[config.mk]
export PLATFORM = sky130hd
export DESIGN_NAME = mem_access_unit
export DESIGN_NICKNAME = d
export VERILOG_FILES = /design/src/rtl/mem_access_unit.sv
export SDC_FILE = /design/constraint.sdc
export NUM_CORES = 1
export LEC_CHECK = 0
export CAP_MARGIN = 15
export CELL_PAD_IN_SITES_DETAIL_PLACEMENT = 0
export CELL_PAD_IN_SITES_GLOBAL_PLACEMENT = 2
export CORE_MARGIN = 2
export CORE_UTILIZATION = 27
export CTS_CLUSTER_DIAMETER = 50
export DETAILED_ROUTE_END_ITERATION = 6
export PLACE_DENSITY_LB_ADDON = 0.1
export SLEW_MARGIN = 10
export SYNTH_ARGS = -nofsm -noshare
export SYNTH_HDL_FRONTEND = slang
export SYNTH_SLANG_ARGS = --single-unit
[constraint.sdc]
create_clock -name clk -period 5.9 [get_ports clk]
set_input_delay 1.475 -clock clk [delete_from_list [all_inputs] [get_ports clk]]
set_output_delay 1.475 -clock clk [all_outputs]
set_load 0.005 [all_outputs]
[src/rtl/mem_access_unit.sv]
// mem_access_unit: serialises one load/store request into big-endian byte accesses on a byte-wide memory port
module mem_access_unit #(
  parameter int ADDR_W = 16
) (
  input  logic              clk,
  input  logic              rst,
  input  logic              req_valid,
  input  logic              req_write,
  input  logic              req_byte,
  input  logic [ADDR_W-1:0] req_addr,
  input  logic [15:0]       req_wdata,
  input  logic [7:0]        req_wbyte,
  output logic              stall,
  output logic              done,
  output logic [15:0]       rdata,
  output logic [ADDR_W-1:0] mem_addr,
  output logic [7:0]        mem_wdata,
  output logic              mem_we,
  input  logic [7:0]        mem_rdata
);
  typedef enum logic [1:0] {IDLE, HI, LO, DONE} state_t;
  state_t            state_q, state_d;
  logic [ADDR_W-1:0] addr_q, addr_d;
  logic              write_q, write_d, byte_q, byte_d;
  logic [15:0]       wdata_q, wdata_d, rdata_q, rdata_d;
  logic [7:0]        wbyte_q, wbyte_d;
  logic              accept, in_hi, in_lo;
  assign accept = state_q == IDLE && req_valid;
  assign in_hi  = state_q == HI;
  assign in_lo  = state_q == LO;
  always_comb begin
    addr_d  = accept ? req_addr  : addr_q;
    write_d = accept ? req_write : write_q;
    byte_d  = accept ? req_byte  : byte_q;
    wdata_d = accept ? req_wdata : wdata_q;
    wbyte_d = accept ? req_wbyte : wbyte_q;
    state_d = accept ? ((req_write && req_byte) ? LO : HI) :
              in_hi  ? LO : in_lo ? DONE : IDLE;
    rdata_d = rdata_q;
    if (!write_q && in_hi) rdata_d[15:8] = mem_rdata;
    if (!write_q && in_lo) rdata_d[7:0]  = mem_rdata;
  end
  always_ff @(posedge clk) begin
    if (rst) begin
      state_q <= IDLE;
      addr_q  <= '0;
      write_q <= 1'b0;
      byte_q  <= 1'b0;
      wdata_q <= '0;
      wbyte_q <= '0;
      rdata_q <= '0;
    end else begin
      state_q <= state_d;
      addr_q  <= addr_d;
      write_q <= write_d;
      byte_q  <= byte_d;
      wdata_q <= wdata_d;
      wbyte_q <= wbyte_d;
      rdata_q <= rdata_d;
    end
  end
  // The low byte address wraps naturally at the address width.
  assign mem_addr  = in_hi ? addr_q : in_lo ? addr_q + ADDR_W'(1) : '0;
  assign mem_wdata = !write_q ? 8'h00 : in_hi ? wdata_q[15:8] :
                     in_lo ? (byte_q ? wbyte_q : wdata_q[7:0]) : 8'h00;
  assign mem_we    = !rst && write_q && (in_hi || in_lo);
  assign stall     = accept || in_hi || in_lo;
  assign done      = state_q == DONE;
  assign rdata     = rdata_q;
endmodule

# Word level (Yosys, flattened, before mapping)
# Cells that the tools add are included.
[totals] inputBits=53 ff_bits=60 out_inout_bits=43 elab_cells=34
[classes] reduce_logical=12 n_eq_ne=3 n_addsub=1 mux=10
[ops] operator="16-bit 2-to-1 mux" count=2
[ops] operator="8-bit 2-to-1 mux" count=4
[ops] operator="16-bit by 1-bit adder with 16-bit output, second input constant" count=1
[ops] operator="2-bit 2-to-1 mux" count=4
[ops] operator="1-bit logical AND" count=6
[ops] operator="2-bit == test, second input constant" count=2
[ops] operator="1-bit logical OR" count=3
[ops] operator="2-bit by 1-bit == test with 1-bit output, second input constant" count=1
[ops] operator="1-bit zero test" count=2
[ops] operator="2-bit zero test" count=1

# Depth between registers and ports, before layout
[logic_depth] depth_word=4 ltp_mapped=7 ltp_nobuf=5

# Least setup slack after synthesis
# No wires, ideal clock.
[synth_path] path_type="input port to output port" startpoint="input rst" endpoint="output mem_we" path_slack_ns=2.394 stages=3 path_buffers=2 arrival_ns=2.031 t_required_ns=4.425 path_cell_list="clkbuf_1 clkbuf_1 nor2_1"
[synth_via] elab_chain_len=3
[synth_lines] element="start: declaration" line_no="6" source="input logic rst,"
[synth_lines] element="1-bit zero test" line_no="66" source="assign mem_we = !rst && write_q && (in_hi || in_lo);"
[synth_lines] element="1-bit logical AND (2 in series)" line_no="66"
[synth_lines] element="end: declaration" line_no="18" source="output logic mem_we,"
# No other way between the ends.

# Worst setup path in the final report
[layout_path] startpoint="register state_q[1]" endpoint="output mem_addr[8]"
[layout_via] elab_chain_len=3 word_cells_on_any_way=4 classes_between="eq/ne: 2; mux: 2"
[layout_lines] element="start: declaration" line_no="22" source="state_t state_q, state_d;"
[layout_lines] element="start signal: assignment" line_no="53" source="state_q <= state_d;"
[layout_lines] element="2-bit == test" line_no="30" source="assign in_lo = state_q == LO;"
[layout_lines] element="16-bit 2-to-1 mux" line_no="63" source="assign mem_addr = in_hi ? addr_q : in_lo ? addr_q + ADDR_W'(1) : '0;"
[layout_lines] element="16-bit 2-to-1 mux *" line_no="63"
[layout_lines] element="end: declaration" line_no="16" source="output logic [ADDR_W-1:0] mem_addr,"
# Every way passes the cells marked *; elsewhere a longest branch is shown, timed or not.

==> flow_metrics.py <==
metrics = {
    "setup_path": {
        "ff2ff_path_depth": 5,
        "crit_fanout": 23,
        "cp.arrival_ns": 2.77,
        "crit_path_start": "state_q[1]",
        "cp.required_ns": 4.43,
        "r2r_start": "state_q[0]",
        "critical_path_class": "register to output pin",
        "cp-end-kind": "output pin",
        "startpoint_type": "register",
        "reg2reg_slack_ns": 3.83,
    },
    "place": {
        "preCtsSetupSlack_ns": 1.75,
        "place_hpwl_um": 5620,
        "routabilityCongestion": 0.759,
        "place_area_um2": 3880,
        "io_buffers": 95,
    },
    "yosys": {
        "synth_edf_count": 0,
        "yosys.cell_types.count": 30,
        "synth_warnings": 0,
        "syn_inst": 367,
        "syn-cell-area_um2": 2840,
        "ys.flop_type": "dfxtp_1",
        "syn_avg_cell_area_um2": 7.75,
        "synth_seq_area_share": 0.423,
        "syn_nets": 425,
        "async_reset_ff_frac": 0,
        "ys_ff_latch": 60,
    },
    "layout": {
        "drive_gt1_frac": 0.0527,
        "nets": 508,
        "num_antenna_cells": 0,
        "syn_to_final_growth_pct": 44.0,
        "fin_area_um2": 4090,
    },
    "global_routing": {
        "grt_pass1_vias": 2584,
        "grt_max_degree": 62,
        "grt_overflow_total": 0,
        "grtUsageTotal": 0.142,
        "grt_pass1_wl_um": 12700,
        "antenna_found_initial": 0,
    },
    "floorplan": {
        "die_y_um": 107,
        "core_um2": 10300,
        "floorplan.die_area_um2": 11400,
        "placementRows": 37,
        "num_io_pins": 96,
        "die_w_um": 107,
        "start_util": 0.277,
    },
    "clock_network": {
        "h-tree-depth": 3,
        "clock_latency_ns": 0.33,
        "clk_pin_slew_ns": 0.07,
        "clock_sinks": 60,
        "tritoncts": "yes",
        "cts_hold_buf": 0,
        "cts_made_buffers": 9,
        "cts_root_buffer": "clkbuf_8",
        "post_cts_buffers": 0,
        "cts_resized": 0,
        "clk_path_buf_depth": 2,
    },
    "detailed_routing": {
        "drc": 0,
        "drt-initial-drc-count": 87,
        "wl_um": 7980,
        "viasPerCell": 4.50,
        "wire_per_inst_um": 13.5,
        "final_antenna_net_count": 0,
        "first_pass_iters": 4,
        "vias": 2658,
    },
    "sta": {
        "max_slew_margin": 0.341,
        "slew_viol_final": 0,
        "hold_viol_final": 0,
        "rsz0062_at_grt": "false",
        "fin_crit_sh": 0.720,
        "max_freq_ghz": 0.235,
        "fin_skew_ns": 0.00500,
        "fin_ws_ns": 1.65,
        "setup_tns_ns": 0,
        "setup_viol": 0,
        "tightest_slew_ns": 0.986,
        "period_needed_ns": 4.25,
    },
    "pwr": {
        "power_leakage_nw": 1.48,
        "max-vdd-ir-drop_mv": 0.125,
        "power_density_nw_per_um2": 264,
    },
    "hold_path": {
        "min-delay-start": "wdata_q[5]",
        "holdPathStages": 2,
        "hold_class": "register to register",
    },
    "status": {
        "status": "complete, no violations",
    },
    "flow_run": {
        "max_cap_violations": 0,
    },
}
==> stage by stage <==
stage	power [mW]	hold slack [ns]	utilization	instances
6_report	1.08	0.452	0.398	591
5_1_grt	1.15	0.472	0.398	591
4_1_cts	1.10	0.456	0.398	591
3_5_place_dp	0.692	0.447	0.377	575
3_3_place_gp	0.690	0.442	0.377	575
2_1_floorplan	0.590	0.436	-	367
==> synthesized netlist by cell type, types with 2 or more instances <==
| library cell | n | area [um^2] |
|---|---|---|
| nand2_1 | 108 | 405 |
| dfxtp_1 | 60 | 1200 |
| a21oi_1 | 48 | 240 |
| mux2i_1 | 29 | 290 |
| clkbuf_1 | 22 | 82.6 |
| nor2_1 | 20 | 75.1 |
| o21ai_0 | 13 | 65.1 |
| nand2b_1 | 11 | 68.8 |
| and2_1 | 9 | 56.3 |
| ha_1 | 5 | 62.6 |
| inv_1 | 5 | 18.8 |
| nor4_1 | 5 | 31.3 |
| nand3_1 | 4 | 20.0 |
| o31ai_1 | 4 | 30.0 |
| buf_2 | 3 | 15.0 |
| or4_1 | 3 | 22.5 |
| nand4_1 | 2 | 12.5 |
| nor2b_1 | 2 | 12.5 |
| o311ai_0 | 2 | 17.5 |
| o41ai_1 | 2 | 17.5 |
==> final cells by class <==
| cell class | instances | area (um^2) |
|---|---|---|
| Fill cell | 1093 | 6180 |
| Sequential cell | 60 | 1200 |
| Tap cell | 136 | 170 |
| Multi-Input combinational cell | 276 | 1520 |
| Clock buffer | 10 | 128 |
| Timing Repair Buffer | 98 | 968 |
| Inverter | 5 | 18.8 |
| Clock inverter | 6 | 87.6 |
==> sequential cells by signal, indices dropped and copies added (netlist names) <==
signal	cells
addr_q	16
byte_q	1
rdata	16
state_q	2
wbyte_q	8
wdata_q	16
write_q	1
==> placed cells by master, fill, tap and decap left out <==
cell type        synthesis  final
a21oi_1                 48     48
a22o_1                   1      1
and2_1                   9      9
buf_2                    3      1
buf_4                    0      3
bufinv_16                0      2
clkbuf_1                22      1
clkbuf_8                 0      9
clkdlybuf4s50_1          0     94
clkinv_2                 0      2
clkinv_4                 0      1
dfxtp_1                 60     60
ha_1                     5      5
inv_1                    5      5
inv_6                    0      1
mux2_2                   1      1
mux2i_1                 29     29
nand2_1                108    108
nand2b_1                11     11
nand3_1                  4      4
nand4_1                  2      2
nand4_4                  1      1
nand4b_1                 1      1
nand4b_2                 1      1
nor2_1                  20     20
nor2b_1                  2      2
nor3b_1                  1      1
nor4_1                   5      5
o21ai_0                 13     13
o311ai_0                 2      2
o31ai_1                  4      4
o41ai_1                  2      2
or2_2                    1      1
or3_1                    1      1
or3_2                    1      1
or4_1                    3      3
==> cells by family (layout without fill, tap and decap cells) <==
group / after synthesis / after routing / synth area share
compound gates: 70 / 70 / 0.133
fa+ha+maj: 5 / 5 / 0.0220
buf+inv: 31 / 119 / 0.0427
flops: 60 / 60 / 0.423
mux: 30 / 30 / 0.106
simple gates: 171 / 171 / 0.273
==> critical path: stages (launching register included) <==
cell and delay, ns:
dfxtp_1 0.36, inv_1 0.07, ha_1 0.44, nand4b_2 0.44
or4_1 0.45, a21oi_1 0.16, clkdlybuf4s50_1 0.52
==> power breakdown <==
group / total [mW] / switching, mW / internal (mW)
clock network: 0.403 / 0.165 / 0.239
registers: 0.467 / 0.0286 / 0.438
logic: 0.211 / 0.105 / 0.106
==> routing by layer <==
metal / track usage / vias to the layer above / routed length, um
met5: 0 / - / 0
met4: 0.0649 / 0 / 113
met3: 0.0365 / 10 / 408
met2: 0.230 / 58 / 3720
met1: 0.178 / 1194 / 3740
li1: - / 1396 / -
==> path summary, 6_finish.rpt <==
kind | to
setup / recovery | mem_addr[8]
hold / removal | wdata_q[5]
setup reg to reg | rdata[2]
hold reg to reg | wdata_q[5]
Power figures use the tool's default switching activity.
